===== src/rtl/pio_cmd_initiator.sv =====
// rtl/pio_cmd_initiator.sv - initiator side of the ENABLE/DONE PIO command protocol
//
// Ports:
//   clk, reset_n            clock, asynchronous active-low reset
//   req_valid/req_ready     command request handshake (req_cmd, req_addr, req_data)
//   soft_reset_req          request a reset pulse on control bit 31 (honoured in IDLE only)
//   pio_control_out         {not_reset, enable, 9'b0, cmd[5:0], addr[14:0]}
//   pio_data_out            write data word
//   pio_status_in           coprocessor status, bit1 = DONE, bit0 = system active
//   busy                    high whenever the sequencer is not idle
//   rsp_valid               one-cycle completion pulse with rsp_error / rsp_timeout / rsp_status
module pio_cmd_initiator #(
   parameter int unsigned HOLD_CYCLES    = 2,
   parameter int unsigned TIMEOUT_CYCLES = 1000000,
   parameter int unsigned RST_CYCLES     = 4
) (
   input  logic        clk,
   input  logic        reset_n,
   input  logic        req_valid,
   output logic        req_ready,
   input  logic [5:0]  req_cmd,
   input  logic [14:0] req_addr,
   input  logic [31:0] req_data,
   input  logic        soft_reset_req,
   output logic [31:0] pio_control_out,
   output logic [31:0] pio_data_out,
   input  logic [31:0] pio_status_in,
   output logic        busy,
   output logic        rsp_valid,
   output logic        rsp_error,
   output logic        rsp_timeout,
   output logic [31:0] rsp_status
);

   localparam logic [5:0]  CMD_IMGRAM  = 6'h01;
   localparam logic [5:0]  CMD_REGCTRL = 6'h02;
   localparam logic [5:0]  CMD_START   = 6'h04;

   localparam logic [31:0] HOLD_LAST    = 32'(HOLD_CYCLES - 1);
   localparam logic [31:0] TIMEOUT_LAST = 32'(TIMEOUT_CYCLES - 1);
   localparam logic [31:0] RST_LAST     = 32'(RST_CYCLES - 1);

   typedef enum logic [2:0] {
      ST_RST_PULSE,
      ST_IDLE,
      ST_SETUP,
      ST_ASSERT,
      ST_WAIT_DONE,
      ST_RELEASE_WAIT,
      ST_RELEASE
   } state_t;

   state_t      state;
   state_t      next_state;

   logic [31:0] cnt;
   logic [5:0]  cmd_q;
   logic [14:0] addr_q;
   logic [31:0] data_q;

   // status_meta is the first (metastable) stage; status_sync is safe to use
   logic [1:0]  status_meta;
   logic [1:0]  status_sync;
   logic        done_s;
   logic        active_s;

   logic        cmd_legal;
   logic        cnt_clr;
   logic        latch_req;
   logic        clear_bus;
   logic        rsp_fire;
   logic        err_fire;
   logic        to_fire;
   logic        enable;
   logic        show_cmd;

   assign done_s    = status_sync[1];
   assign active_s  = status_sync[0];
   assign cmd_legal = (req_cmd == CMD_IMGRAM) || (req_cmd == CMD_REGCTRL) || (req_cmd == CMD_START);

   // ------------------------------------------------------------------
   // Status synchronizer
   // ------------------------------------------------------------------
   always_ff @(posedge clk or negedge reset_n) begin
      if (!reset_n) begin
         status_meta <= 2'b00;
         status_sync <= 2'b00;
      end else begin
         status_meta <= pio_status_in[1:0];
         status_sync <= status_meta;
      end
   end

   // ------------------------------------------------------------------
   // FSM state register
   // ------------------------------------------------------------------
   always_ff @(posedge clk or negedge reset_n) begin
      if (!reset_n) begin
         state <= ST_RST_PULSE;
      end else begin
         state <= next_state;
      end
   end

   // ------------------------------------------------------------------
   // FSM next-state and control strobes
   // ------------------------------------------------------------------
   always_comb begin
      next_state = state;
      cnt_clr    = 1'b0;
      latch_req  = 1'b0;
      clear_bus  = 1'b0;
      rsp_fire   = 1'b0;
      err_fire   = 1'b0;
      to_fire    = 1'b0;

      case (state)
         ST_RST_PULSE: begin
            if (cnt == RST_LAST) begin
               next_state = ST_IDLE;
               cnt_clr    = 1'b1;
            end
         end

         ST_IDLE: begin
            if (soft_reset_req) begin
               next_state = ST_RST_PULSE;
               cnt_clr    = 1'b1;
               clear_bus  = 1'b1;
            end else if (req_valid) begin
               if (cmd_legal) begin
                  latch_req  = 1'b1;
                  next_state = ST_SETUP;
               end else begin
                  // Illegal command: answer next cycle, leave the bus alone
                  rsp_fire = 1'b1;
                  err_fire = 1'b1;
               end
            end
         end

         ST_SETUP: begin
            next_state = ST_ASSERT;
            cnt_clr    = 1'b1;
         end

         ST_ASSERT: begin
            if (cmd_q == CMD_START) begin
               next_state = ST_WAIT_DONE;
               cnt_clr    = 1'b1;
            end else if (cnt == HOLD_LAST) begin
               next_state = ST_RELEASE;
               rsp_fire   = 1'b1;
            end
         end

         ST_WAIT_DONE: begin
            // DONE wins over a timeout landing on the same cycle
            if (done_s) begin
               next_state = ST_RELEASE_WAIT;
               cnt_clr    = 1'b1;
            end else if (cnt == TIMEOUT_LAST) begin
               next_state = ST_IDLE;
               rsp_fire   = 1'b1;
               to_fire    = 1'b1;
            end
         end

         ST_RELEASE_WAIT: begin
            if (!done_s) begin
               next_state = ST_RELEASE;
               rsp_fire   = 1'b1;
            end else if (cnt == TIMEOUT_LAST) begin
               next_state = ST_IDLE;
               rsp_fire   = 1'b1;
               to_fire    = 1'b1;
            end
         end

         ST_RELEASE: begin
            next_state = ST_IDLE;
         end

         default: begin
            next_state = ST_RST_PULSE;
            cnt_clr    = 1'b1;
         end
      endcase
   end

   // ------------------------------------------------------------------
   // Counter and request latches
   // ------------------------------------------------------------------
   always_ff @(posedge clk or negedge reset_n) begin
      if (!reset_n) begin
         cnt    <= 32'd0;
         cmd_q  <= 6'd0;
         addr_q <= 15'd0;
         data_q <= 32'd0;
      end else begin
         if (cnt_clr) begin
            cnt <= 32'd0;
         end else if (state != ST_IDLE) begin
            cnt <= cnt + 32'd1;
         end

         if (latch_req) begin
            cmd_q  <= req_cmd;
            addr_q <= req_addr;
            data_q <= req_data;
         end else if (clear_bus) begin
            // The reset pulse presents an all-zero control word
            addr_q <= 15'd0;
         end
      end
   end

   // ------------------------------------------------------------------
   // Response registers
   // ------------------------------------------------------------------
   always_ff @(posedge clk or negedge reset_n) begin
      if (!reset_n) begin
         rsp_valid   <= 1'b0;
         rsp_error   <= 1'b0;
         rsp_timeout <= 1'b0;
         rsp_status  <= 32'd0;
      end else begin
         rsp_valid   <= rsp_fire;
         rsp_error   <= err_fire;
         rsp_timeout <= to_fire;
         if (rsp_fire) begin
            rsp_status <= {pio_status_in[31:2], done_s, active_s};
         end
      end
   end

   // ------------------------------------------------------------------
   // Bus outputs, decoded from registered state only
   // ------------------------------------------------------------------
   // cmd is visible from SETUP through RELEASE_WAIT and dropped in RELEASE,
   // so ENABLE never coincides with a field change.
   always_comb begin
      enable   = (state == ST_ASSERT) || (state == ST_WAIT_DONE);
      show_cmd = (state == ST_SETUP) || (state == ST_ASSERT) ||
                 (state == ST_WAIT_DONE) || (state == ST_RELEASE_WAIT);
      pio_control_out = {(state != ST_RST_PULSE), enable, 9'd0,
                         (show_cmd ? cmd_q : 6'd0), addr_q};
   end

   assign pio_data_out = data_q;
   assign busy         = (state != ST_IDLE);
   assign req_ready    = (state == ST_IDLE) && !soft_reset_req;

endmodule


===== config.mk =====
export PLATFORM = sky130hd
export DESIGN_NAME = pio_cmd_initiator
export DESIGN_NICKNAME = d
export VERILOG_FILES = /design/src/rtl/pio_cmd_initiator.sv
export SDC_FILE = /design/constraint.sdc
export NUM_CORES = 1
export LEC_CHECK = 0
export CELL_PAD_IN_SITES_DETAIL_PLACEMENT = 0
export CELL_PAD_IN_SITES_GLOBAL_PLACEMENT = 1
export CORE_MARGIN = 10
export CORE_UTILIZATION = 32
export DETAILED_ROUTE_END_ITERATION = 8
export GPL_TIMING_DRIVEN = 0
export MAX_ROUTING_LAYER = met4
export PLACE_DENSITY = 0.79
export SYNTH_ARGS = -nofsm -noshare
export SYNTH_HDL_FRONTEND = slang
export SYNTH_SLANG_ARGS = --single-unit

===== constraint.sdc =====
create_clock -name clk -period 2.15 [get_ports clk]
set_input_delay 0.3225 -clock clk [delete_from_list [all_inputs] [get_ports clk]]
set_output_delay 0.3225 -clock clk [all_outputs]
set_load 0.1 [all_outputs]

==> results.py <==
metrics = {
    "synth": {
        "ys_warn_count": 0,
        "synth_edf_count": 0,
        "synthTopCellsByArea": "dfrtp_1 57%, mux2_2 13%, nor2_1 2.8%",
        "syn_area_mm2": 0.00556,
        "ys_seq_area_share_pct": 57.2,
        "synth_cells": 450,
        "yosysTopAreaCellShare_pct": 57.2,
        "synth_top_cell_by_area": "dfrtp_1",
        "syn_avg_cell_area_um2": 12.3,
        "ys_ff_latch": 127,
        "synth_cell_types": 50,
        "ys_async_sr_fraction_pct": 100,
        "synth_flop_cell": "dfrtp_1",
    },
    "routing": {
        "wl_per_cell_um": 17.3,
        "vias": 4425,
        "drt-total-wl_um": 16100,
        "via_per_inst": 4.77,
        "drtPass1Iterations": 4,
        "drtIter0Drc": 128,
        "drc": 0,
        "final_antenna_net_count": 0,
    },
    "sta": {
        "timing.slew.headroom_pct": 32.7,
        "rsz0062_at_grt": "true",
        "setup_viol": 0,
        "hold_viol": 0,
        "max_slew.worst_pin.slew_ps": 1010,
        "min_period_ps": 2120,
        "final_max_slew_viol_count": 0,
        "fmax_mhz": 473,
        "final.period_utilization_pct": 98.4,
        "setup_slack_ps": 33.9,
        "skew_ps": 10.3,
    },
    "clock_network": {
        "cts.htree.levels": 4,
        "path_clk_slew_ps": 60,
        "cts_buffers": 17,
        "cts_tree": "done",
        "cts_sinks": 127,
        "ctsRootBufferMaster": "clkbuf_16",
        "clkLatencyLatePin_ps": 420,
        "clockBufferDepth": 2,
    },
    "power_and_ir_drop": {
        "pwr-share-comb_pct": 54.7,
        "p_per_area_mw_per_mm2": 1500,
        "p_int_mw": 6.35,
        "p_total_mw": 13.0,
        "swShare_pct": 51.3,
        "leakage_nw": 4.14,
        "ir_drop_mv": 0.913,
        "seqPwrFrac_pct": 24.7,
        "power.net_switching_mw": 6.69,
        "clkPwrFrac_pct": 20.7,
    },
    "final_layout": {
        "fin_cells": 928,
        "drive_gt1_share_pct": 29.9,
        "design.final.nets": 781,
        "syn_to_final_growth_pct": 56.2,
    },
    "critical_path": {
        "timing.rr.start": "cnt[18]",
        "path_buf_inv": 2,
        "cp.required_ps": 2450,
        "slowest_delay_ps": 530,
        "r2r-end": "rsp_status[30]",
        "crit_type": "flip-flop to flip-flop",
        "critPathLaunchType": "flip-flop",
        "r2r_setup_slack_ps": 30,
        "critical_path.max_fanout": 10,
        "crit_top_cell": "buf_12",
        "cpLargestDelayFamily": "simple AND/OR/NAND/NOR gates",
        "crit_arrival_ps": 2410,
        "critPathCaptureType": "flip-flop",
        "critPathSlowestCell": "or4_4",
        "path_cells": "nand4_1 -> or4_4 -> nor3_4 -> a221oi_4 -> buf_12 -> buf_12 -> mux2_4",
        "reg2reg_depth": 7,
    },
    "floorplan": {
        "dieWidth_um": 152,
        "die_y_um": 152,
        "row_count": 48,
        "io_pins": 190,
        "start_util_pct": 32.3,
        "core_mm2": 0.0172,
        "die_area_mm2": 0.0230,
    },
    "outcome": {
        "status": "finished, final reports clean",
    },
    "grt": {
        "antenna_found_initial": 1,
        "grt_pass1_wl_um": 24900,
        "grt_usage_pct": 14.2,
        "grt-ovfl-total": 0,
        "grt_pass1_vias": 4746,
        "grt_max_degree": 76,
    },
    "place": {
        "dp.cells": 864,
        "dpl.hpwl_um": 11700,
        "io_buffers": 180,
        "place.gp.congestion": 0.792,
        "dp_slack_ps": -1020,
    },
    "worst_hold_path": {
        "holdPathEnd": "status_meta[0]",
        "min_delay_path_depth": 1,
        "holdCritPathClass": "input port to flip-flop",
        "hp-start": "pio_status_in[0]",
    },
    "job": {
        "drv_cap": 0,
    },
}
-- how the worst max path moves through the flow --
stage	startpoint	to	slack, ps	depth (start not counted)
3_5_place_dp	soft_reset_req	req_ready	-1020	3
3_3_place_gp	reset_n	rsp_status[23]	-4160	1
6_report	cnt[18]	rsp_status[30]	30	7
4_1_cts	cnt[16]	rsp_status[30]	0.1	7
2_1_floorplan	state[1]	rsp_status[23]	-560	6
5_1_grt	cnt[6]	cnt[20]	-40	6
-- registers in the layout, summed over array words and instances (netlist names) --
register      count
cnt              32
status_meta       2
rsp_timeout       1
rsp_valid         1
pio_data_out     32
addr_q           15
state             3
cmd_q             6
rsp_error         1
rsp_status       32
status_sync       2
-- Yosys cell counts, types with 2 or more instances --
master and instances:
nor2b_1 7, and2_1 7, o21ai_0 7, nand3_1 12, nand2_1 15, xnor2_1 16, xor2_1 17, ha_1 2
nor2_1 42, clkbuf_1 3, or2_2 3, mux2_4 4, nor4b_1 2, nand2b_1 2, and3_1 5, nor3_1 13
nand4_1 15, dfrtp_1 127, buf_1 2, buf_2 6, buf_6 3, buf_4 13, mux2_2 63, a21oi_1 6
a22o_1 15, and4_1 2, nor4_1 12, inv_1 7
-- metrics by stage --
step | util, % | setup TNS [ps] | hold WS (ps) | instance area (um^2)
after global routing | 50.5 | -491 | 343 | 8680
final | 50.5 | 0 | 344 | 8680
after global placement | 44.8 | -584340 | 333 | 7690
after detailed placement | 44.9 | -64090 | 336 | 7720
after floorplan | - | -22970 | 26.9 | 5600
after CTS | 49.3 | 0 | 326 | 8460
-- cell type report --
cell class,count,area [um^2]
fill,1582,8490
timing repair buffer,214,1980
clock buffer,18,439
sequential,127,3190
clock inverter,13,115
buffer,27,226
inverter,8,32.5
multi-input combinational,295,2410
antenna,1,2.50
tap,225,282
-- power groups by stage --
stage	Combinational [mW]	Sequential (mW)	Clock [mW]
2_1_floorplan	1.88	6.72	0
3_3_place_gp	7.04	3.25	0
3_5_place_dp	7.12	3.28	0
4_1_cts	7.01	3.23	2.77
5_1_grt	7.43	3.29	2.87
6_report	7.13	3.22	2.70
-- layer usage --
layer	global-route usage, %	vias to the layer above	wire, um
met2	21.9	148	7810
met5	-	-	0
met1	15.9	2201	6470
li1	-	2057	-
met4	5.05	0	201
met3	6.74	19	1590
-- layout by cell type, fill, tap and decap left out, types with 9 or more instances in the layout --
master | Yosys | routed
dfrtp_2 | 0 | 10
dlygate4sd2_1 | 0 | 82
clkdlybuf4s50_1 | 0 | 86
nand3_1 | 12 | 12
nand2_1 | 15 | 14
xnor2_1 | 16 | 16
nand4_1 | 15 | 15
a22o_1 | 15 | 15
xor2_1 | 17 | 16
nor2_1 | 42 | 41
clkbuf_16 | 0 | 17
conb_1 | 1 | 9
mux2_2 | 63 | 63
buf_4 | 13 | 52
dfrtp_1 | 127 | 117
nor3_1 | 13 | 10
-- timing repair --
action	4_1_cts	5_1_grt
hold buffers	1	0
endpoints found under the hold margin	74	0
setup endpoints to repair	208	111
pin swaps	13	9
buffers inserted	24	9
resized for setup	165	42
-- cell families (layout without fill, tap and decap cells) --
logic type	count (synthesis)	count (layout)	synth area share, %
AND/OR/NAND/NOR	146	146	14.3
flip-flops	127	127	57.2
multiplexers	67	67	13.8
AO/OA/AOI/OAI	38	38	5.11
buffers and inverters	36	280	3.87
XOR/XNOR	33	33	5.20
adder cells (fa/ha/maj)	2	2	0.450
other	1	10	0.0675
(Power assumes the default switching activity.)
